[config.mk]
export PLATFORM = sky130hd
export DESIGN_NAME = id_pair_packer_flat
export DESIGN_NICKNAME = d
export VERILOG_FILES = /design/src/rtl/id_pair_packer_if.sv /design/src/rtl/id_pair_packer.sv /design/src/flat_wrapper.sv
export SDC_FILE = /design/constraint.sdc
export NUM_CORES = 2
export LEC_CHECK = 0
export BUFFER_PORTS_ARGS = -buffer_cell sky130_fd_sc_hd__buf_2
export CORE_MARGIN = 10
export CORE_UTILIZATION = 52
export DETAILED_ROUTE_END_ITERATION = 12
export PLACE_DENSITY = 0.81
export RECOVER_POWER = 50
export SLEW_MARGIN = 20
export SYNTH_ARGS = -nofsm -noshare
export SYNTH_HDL_FRONTEND = slang
export SYNTH_SLANG_ARGS = --single-unit
[constraint.sdc]
create_clock -name clk -period 1.5 [get_ports clk]
set_input_delay 0.15 -clock clk [delete_from_list [all_inputs] [get_ports clk]]
set_output_delay 0.15 -clock clk [all_outputs]
set_load 0.005 [all_outputs]
[src/rtl/id_pair_packer_if.sv]
// Pair-input / packed-word-output bundle for id_pair_packer.
// slave = the packer, master = whoever feeds pairs and consumes words.
interface id_pair_packer_if #(
    parameter int BUS_WIDTH    = 512,
    parameter int VEC_ID_WIDTH = 10
);
    localparam int PAIR_WIDTH     = 2 * VEC_ID_WIDTH;
    localparam int PAIRS_PER_WORD = BUS_WIDTH / PAIR_WIDTH;
    localparam int CNT_W          = $clog2(PAIRS_PER_WORD + 1);

    logic                  i_IDPair_Ready;
    logic [PAIR_WIDTH-1:0] i_IDPair_Out;
    logic                  i_IDPair_Last;
    logic                  o_IDPair_Read;
    logic                  i_Flush;
    logic [BUS_WIDTH-1:0]  o_Word;
    logic                  o_WordValid;
    logic                  i_WordReady;
    logic [CNT_W-1:0]      o_WordPairCnt;
    logic                  o_WordLast;
    logic [31:0]           o_TotalPairs;

    modport slave (
        input  i_IDPair_Ready, i_IDPair_Out, i_IDPair_Last, i_Flush, i_WordReady,
        output o_IDPair_Read, o_Word, o_WordValid, o_WordPairCnt, o_WordLast, o_TotalPairs
    );

    modport master (
        output i_IDPair_Ready, i_IDPair_Out, i_IDPair_Last, i_Flush, i_WordReady,
        input  o_IDPair_Read, o_Word, o_WordValid, o_WordPairCnt, o_WordLast, o_TotalPairs
    );
endinterface

[src/rtl/id_pair_packer.sv]
// Packs (ref ID, cmp ID) pairs densely into BUS_WIDTH-bit words with count/last.
// Optional: define ID_PAIR_PACKER_TOTAL_CNT_EN to build the saturating accepted-pair counter.
module id_pair_packer #(
    parameter int BUS_WIDTH    = 512,
    parameter int VEC_ID_WIDTH = 10
) (
    input  logic               clk,
    input  logic               rstn,
    id_pair_packer_if.slave    bus
);
    localparam int PAIR_WIDTH     = 2 * VEC_ID_WIDTH;
    localparam int PAIRS_PER_WORD = BUS_WIDTH / PAIR_WIDTH;
    localparam int CNT_W          = $clog2(PAIRS_PER_WORD + 1);

    logic [BUS_WIDTH-1:0] asm_word;
    logic [CNT_W-1:0]     asm_cnt;
    logic                 asm_last;
    logic                 asm_done;

    logic [BUS_WIDTH-1:0] out_word;
    logic [CNT_W-1:0]     out_cnt;
    logic                 out_last;
    logic                 out_valid;

    logic accept;
    logic flush;
    logic transfer;
    logic word_full;

    // Read depends on state only, so acceptance and transfer never coincide.
    assign bus.o_IDPair_Read = !asm_done;
    assign accept    = !asm_done && bus.i_IDPair_Ready;
    assign flush     = !asm_done && bus.i_Flush;
    assign transfer  = asm_done && (!out_valid || bus.i_WordReady);
    assign word_full = (asm_cnt == CNT_W'(PAIRS_PER_WORD - 1));

    // NOTE: every register below uses non-blocking assignment so all state
    // updates see the pre-edge values regardless of statement order.
    always_ff @(posedge clk or negedge rstn) begin
        if (!rstn) begin
            // NOTE: the wide assembly word is reset too; unused slots and the top
            // pad bits rely on it starting at zero rather than being masked later.
            asm_word <= '0;
            asm_cnt  <= '0;
            asm_last <= 1'b0;
            asm_done <= 1'b0;
        end else if (transfer) begin
            asm_word <= '0;
            asm_cnt  <= '0;
            asm_last <= 1'b0;
            asm_done <= 1'b0;
        end else if (accept) begin
            for (int k = 0; k < PAIRS_PER_WORD; k++) begin
                if (asm_cnt == CNT_W'(k)) begin
                    asm_word[k*PAIR_WIDTH +: PAIR_WIDTH] <= bus.i_IDPair_Out;
                end
            end
            asm_cnt  <= asm_cnt + 1'b1;
            asm_done <= word_full || bus.i_IDPair_Last || bus.i_Flush;
            asm_last <= bus.i_IDPair_Last || bus.i_Flush;
        end else if (flush) begin
            asm_done <= 1'b1;
            asm_last <= 1'b1;
        end
    end

    always_ff @(posedge clk or negedge rstn) begin
        if (!rstn) begin
            out_word  <= '0;
            out_cnt   <= '0;
            out_last  <= 1'b0;
            out_valid <= 1'b0;
        end else if (transfer) begin
            out_word  <= asm_word;
            out_cnt   <= asm_cnt;
            out_last  <= asm_last;
            out_valid <= 1'b1;
        end else if (out_valid && bus.i_WordReady) begin
            out_valid <= 1'b0;
        end
    end

    assign bus.o_Word        = out_word;
    assign bus.o_WordPairCnt = out_cnt;
    assign bus.o_WordLast    = out_last;
    assign bus.o_WordValid   = out_valid;

`ifdef ID_PAIR_PACKER_TOTAL_CNT_EN
    logic [31:0] total_pairs;

    always_ff @(posedge clk or negedge rstn) begin
        if (!rstn) begin
            total_pairs <= '0;
        end else if (accept && (total_pairs != 32'hFFFF_FFFF)) begin
            total_pairs <= total_pairs + 32'd1;
        end
    end

    assign bus.o_TotalPairs = total_pairs;
`else
    assign bus.o_TotalPairs = 32'd0;
`endif
endmodule

[src/flat_wrapper.sv]
// flat-port wrapper written by rule: the top's interface ports become plain ports
module id_pair_packer_flat 
#(
    parameter int BUS_WIDTH    = 512,
    parameter int VEC_ID_WIDTH = 10
)
  (clk, rstn, bus_i_IDPair_Ready, bus_i_IDPair_Out, bus_i_IDPair_Last, bus_i_Flush, bus_i_WordReady, bus_o_IDPair_Read, bus_o_Word, bus_o_WordValid, bus_o_WordPairCnt, bus_o_WordLast, bus_o_TotalPairs);
  id_pair_packer_if #(.BUS_WIDTH(BUS_WIDTH), .VEC_ID_WIDTH(VEC_ID_WIDTH)) bus_i ();
  input  logic clk;
  input  logic rstn;
  input wire logic [$bits(bus_i.i_IDPair_Ready)-1:0] bus_i_IDPair_Ready;
  input wire logic [$bits(bus_i.i_IDPair_Out)-1:0] bus_i_IDPair_Out;
  input wire logic [$bits(bus_i.i_IDPair_Last)-1:0] bus_i_IDPair_Last;
  input wire logic [$bits(bus_i.i_Flush)-1:0] bus_i_Flush;
  input wire logic [$bits(bus_i.i_WordReady)-1:0] bus_i_WordReady;
  output wire logic [$bits(bus_i.o_IDPair_Read)-1:0] bus_o_IDPair_Read;
  output wire logic [$bits(bus_i.o_Word)-1:0] bus_o_Word;
  output wire logic [$bits(bus_i.o_WordValid)-1:0] bus_o_WordValid;
  output wire logic [$bits(bus_i.o_WordPairCnt)-1:0] bus_o_WordPairCnt;
  output wire logic [$bits(bus_i.o_WordLast)-1:0] bus_o_WordLast;
  output wire logic [$bits(bus_i.o_TotalPairs)-1:0] bus_o_TotalPairs;
  assign bus_i.i_IDPair_Ready = bus_i_IDPair_Ready;
  assign bus_i.i_IDPair_Out = bus_i_IDPair_Out;
  assign bus_i.i_IDPair_Last = bus_i_IDPair_Last;
  assign bus_i.i_Flush = bus_i_Flush;
  assign bus_i.i_WordReady = bus_i_WordReady;
  assign bus_o_IDPair_Read = bus_i.o_IDPair_Read;
  assign bus_o_Word = bus_i.o_Word;
  assign bus_o_WordValid = bus_i.o_WordValid;
  assign bus_o_WordPairCnt = bus_i.o_WordPairCnt;
  assign bus_o_WordLast = bus_i.o_WordLast;
  assign bus_o_TotalPairs = bus_i.o_TotalPairs;
  id_pair_packer #(.BUS_WIDTH(BUS_WIDTH), .VEC_ID_WIDTH(VEC_ID_WIDTH)) u_core (.clk(clk), .rstn(rstn), .bus(bus_i));
endmodule
Word level (Yosys, flattened, before mapping)

Index checks and enable logic that the tools add are counted.

Register bits after elaboration: 1014
Bits in latches: 0
RAM bits: 0
Bits in read-only memories: 0
Output and inout port bits: 552
Logic and storage cells: 157
Memories: 0

Add/subtract/negate cells: 1
Multiply operators: 0
Div/mod/pow operators: 0
Magnitude comparators: 0
Equality and inequality tests: 24
Shifts and indexed selects: 0
Mux-type cells: 36
Bitwise gates (word level): 0
Reduce and logical (&&, ||, !) cells: 64

Operator list:

| cell                                                                   | number |
|---|---|
| 500-bit two-way mux                                                    | 2 |
| 20-bit two-way mux                                                     | 25 |
| 2-bit nonzero test                                                     | 27 |
| 2-bit AND reduction                                                    | 25 |
| 5-bit equality test (second input constant)                            | 9 |
| 5-bit by 4-bit equality test with 1-bit output (second input constant) | 8 |
| 5-bit by 3-bit equality test with 1-bit output (second input constant) | 4 |
| 5-bit by 2-bit equality test with 1-bit output (second input constant) | 2 |
| 5-bit two-way mux                                                      | 2 |
| 1-bit two-way mux                                                      | 7 |
| 5-bit by 1-bit adder with 5-bit output (second input constant)         | 1 |
| 5-bit by 1-bit equality test with 1-bit output (second input constant) | 1 |
| 5-bit zero test                                                        | 1 |
| 1-bit logical AND                                                      | 4 |
| 1-bit logical OR                                                       | 4 |
| 3-bit nonzero test                                                     | 1 |
| 1-bit zero test                                                        | 2 |

Longest topological paths before layout

Word-level depth: 5
Mapped depth: 8

Worst setup path after synthesis

No wires, ideal clock.

Path kind: reg2reg
Start: reg u_core.asm_cnt[0]
End: reg u_core.asm_word[487]
Arrival: 1.545 ns
Path slack: -0.183 ns
Stages on the path, launching flop included: 8
Path through: dfrtp_1 inv_1 ha_1 nand2_1 or3_1 clkbuf_1 buf_2 mux2i_1

Word-level cells in the longest chain between the ends: 3

RTL lines:

| item                           | line                 | text |
|---|---|---|
| start: declaration             | id_pair_packer.sv:16 | `logic [CNT_W-1:0] asm_cnt;` |
| start signal: assignment       | id_pair_packer.sv:58 | `asm_cnt <= asm_cnt + 1'b1;` |
| 5-bit equality test            | id_pair_packer.sv:54 | `if (asm_cnt == CNT_W'(k)) begin` |
| 2-bit nonzero test (no line)   | --                   |  |
| 2-bit AND reduction (no line)  | --                   |  |
| end signal: indexed assignment | id_pair_packer.sv:55 | `asm_word[k*PAIR_WIDTH +: PAIR_WIDTH] <= bus.i_IDPair_Out;` |
| end: declaration               | id_pair_packer.sv:15 | `logic [BUS_WIDTH-1:0] asm_word;` |

No other way between the ends.
A chain may end at the register's enable or synchronous reset.

Worst setup path after layout

Start: reg u_core.asm_done
End: reg u_core.asm_word[51]

Word-level cells in the longest chain between the ends: 4

RTL lines:

| item                          | line                 | text |
|---|---|---|
| start: declaration            | id_pair_packer.sv:18 | `logic asm_done;` |
| start signal: assignment      | id_pair_packer.sv:59 | `asm_done <= word_full \|\| bus.i_IDPair_Last \|\| bus.i_Flush;` |
| 1-bit zero test               | id_pair_packer.sv:32 | `assign accept = !asm_done && bus.i_IDPair_Ready;` |
| 1-bit logical AND             | id_pair_packer.sv:32 |  |
| 2-bit nonzero test (no line)  | --                   |  |
| 2-bit AND reduction (no line) | --                   |  |

Several ways; a longest one is shown, not always the timed one.

==> reports/results.ini <==
[grt]
grt.overflow.total=0
grt_max_degree=103
antenna_found_initial=13
grt_pass1_wl_um=228000
grt_pass1_vias=34400
grt_usage_pct=33.4

[placed_design]
dp.cells=4785
dp_slack_ns=-0.463
numPortBuffers=533
dp_hpwl_um=91700
gp_congestion=0.856

[timing]
hold_viol=0
slew_viol_final=0
setup_viol=1073
setup_ws_ns=-1.02
worst_pin_slew_ns=1.11
min_period_ns=2.52
max_freq_mhz=396
worst_clock_skew_ns=0.0396
fin_crit_sh_pct=168
rsz0062_at_grt=true
fin_setup_tns_ns=-198.79
holdWs_ns=0.0523
relSlewSlack_pct=25.7

[synthesis]
synth_ff_type=dfrtp_1
synth_area_um2=40900
ys_warn_count=0
synth.distinct_cells=48
synth-edff-count=0
synth.avg_cell_area_um2=12.6
yosysSeqAreaShare_pct=62.0
yosys_register_bits=1014
async_flop_share_pct=100
syn_inst=3250

[floorplan]
die-area_um2=90300
coreArea_um2=77700
die_x_um=301
rows=102
die_y_um=301
io_pins=578
start_util_pct=52.7

[power]
power.density_nw_per_um2=1490
power_switching_mw=26.6
total_power_mw=83.3
leakage_nw=27.9
irDropWorstVdd_uv=975
pwr-share-seq_pct=36.0
comb_power_share_pct=29.8
p_int_mw=56.7
p_sw_share_pct=32.0
p_clk_share_pct=34.2

[route]
route.detailed.drc=0
drt_first_pass_iters=8
vias=34200
drt-initial-drc-count=4166
via_per_inst=6.65
routed_wirelength_um=167000
ant_nets=0
wire_per_inst_um=32.6

[critical_path]
end_kind=flop
critPathMaxFanout=15
cp.arrival_ns=3.05
crit_type=reg2reg
critPathLaunchType=flop
worstPathRequired_ns=2.03

[cells_and_area]
layout.cells.non_filler=5141
area_growth_syn_to_layout_pct=36.7
drive_above_1_share_pct=49.4
nets=4048

[clocking]
worstSkewPairLatency_ns=0.71
cts_made_buffers=103
h-tree-depth=3
cts_tree=built
clkTransAtPathRegs_ns=0.07
clock-sinks=1014
clock_path_buffers=3
cts_root_buf=clkbuf_16

[run]
cap_violations=0

[min_path]
min_path_type=in2reg

[status]
status=finished, violations left
violations=setup timing

-- synth_stat cells, types with 2 or more instances --
cell type  number  share of area, %
and4b_1         3             0.073
buf_6           5              0.14
nor2b_1         5             0.076
o21ai_1        65              0.79
inv_1          21              0.19
nand2_2         3             0.046
nand3b_1        3             0.055
nand2_1        51              0.47
a21oi_1       228               2.8
a31o_1         41              0.88
clkbuf_1      161               1.5
a22o_1          2             0.043
mux2_1         37               1.0
buf_2         156               1.9
nand4bb_1       4              0.11
o221ai_1       94               2.0
nor3_1        102               1.2
buf_1           8             0.073
or3_1           3             0.046
buf_4          56               1.0
nand4b_1        2             0.043
mux2_2        466                13
clkinv_1        4             0.037
a31o_2         62               1.3
mux2i_1        80               2.0
and2_1          3             0.046
o21ai_0       338               4.1
nand3_1       204               2.5
dfrtp_1      1014                62
and4bb_1        4              0.12
nand2b_1        4             0.061
ha_1            5              0.15
-- state kept, by name (all words and copies together), names as in the netlist --
register	cells
u_core.asm_cnt	5
u_core.asm_word	500
u_core.bus.o_WordPairCnt	5
u_core.bus.o_WordValid	1
u_core.bus.o_WordLast	1
u_core.asm_last	1
u_core.bus.o_Word	500
u_core.asm_done	1
-- final timing paths --
kind	start	end	slack (ns)	cells after the start
setup / recovery	u_core.asm_done	u_core.asm_word[51]	-1.02	7
hold / removal	bus_i_IDPair_Out[8]	u_core.asm_word[328]	0.05	3
setup reg to reg	u_core.asm_done	u_core.asm_word[51]	-1.02	7
hold reg to reg	u_core.asm_word[497]	u_core.bus.o_Word[497]	0.49	1
max in group asynchronous	rstn	u_core.bus.o_Word[54]	-0.04	4
min in group asynchronous	rstn	u_core.bus.o_Word[109]	0.55	3
-- cell type report --
cell class / count / area, um^2
fill: 4636 / 21800
timing repair buffer: 1005 / 9490
multi-input combinational: 1867 / 15900
clock buffer: 142 / 2940
sequential: 1014 / 25400
tap: 1040 / 1300
antenna: 1 / 2.50
clock inverter: 46 / 776
inverter: 26 / 108
-- critical path: stages, from the launching register on --
cell       delay [ns]
dfrtp_2          0.45
buf_6            0.15
buf_6            0.12
nand4bb_4        0.22
buf_12           0.19
buf_16           0.18
o21ai_1          0.86
a21oi_2          0.15
-- cells in the final DEF, fill, tap and decap left out, types with 79 or more instances in the layout --
cell type  count
dfrtp_1     1009
buf_12       118
o21ai_0      215
o21ai_1      134
a21oi_1      146
mux2_4        79
buf_2        534
mux2_2       420
nand3_1      145
clkbuf_16    125
buf_4        173
mux2i_1       79
a21oi_2       80
-- timing repair --
item,4_1_cts,5_1_grt
setup buffers,59,23
resized for setup,314,348
hold buffers,21,0
setup endpoints to repair,1005,1011
hold endpoints to repair,1072,0
pin swaps,34,93
cloned,46,26
-- power groups by stage --
stage	combinational (mW)	sequential [mW]	clock, mW
6_report	24.8	30.0	28.5
5_1_grt	25.6	30.1	29.6
4_1_cts	22.6	29.8	28.2
3_5_place_dp	17.5	30.3	0
3_3_place_gp	17.3	30.2	0
2_1_floorplan	9.63	29.9	0
-- cell families (layout without fill, tap and decap cells) --
group                    Yosys count  count (layout)  synth area share (%)
buffers and inverters            412            1219                  4.87
multiplexers                     583             583                  15.8
AND/OR/NAND/NOR                  402             402                  5.14
flip-flops                      1014            1014                  62.0
AO/OA/AOI/OAI                    833             833                  12.0
other                              1              45               0.00916
adder cells (fa/ha/maj)            5               5                 0.153
-- metal layers --
layer | vias up | GRT usage (%) | share of wire (%)
li1 | 13200 | - | -
met1 | 17200 | 40.7 | 34
met2 | 2790 | 51.9 | 45
met3 | 955 | 9.67 | 12
met4 | 20 | 21.3 | 8.5
met5 | - | 0 | 0.084
-- per-stage QoR --
step | utilization [%] | cell area (um^2)
floorplan | - | 41400
global placement | 60.6 | 47100
detailed placement | 60.6 | 47100
CTS | 69.4 | 53900
global route | 72.0 | 55900
finish | 72.0 | 55900
No activity file was read; power rests on OpenSTA's default activity.
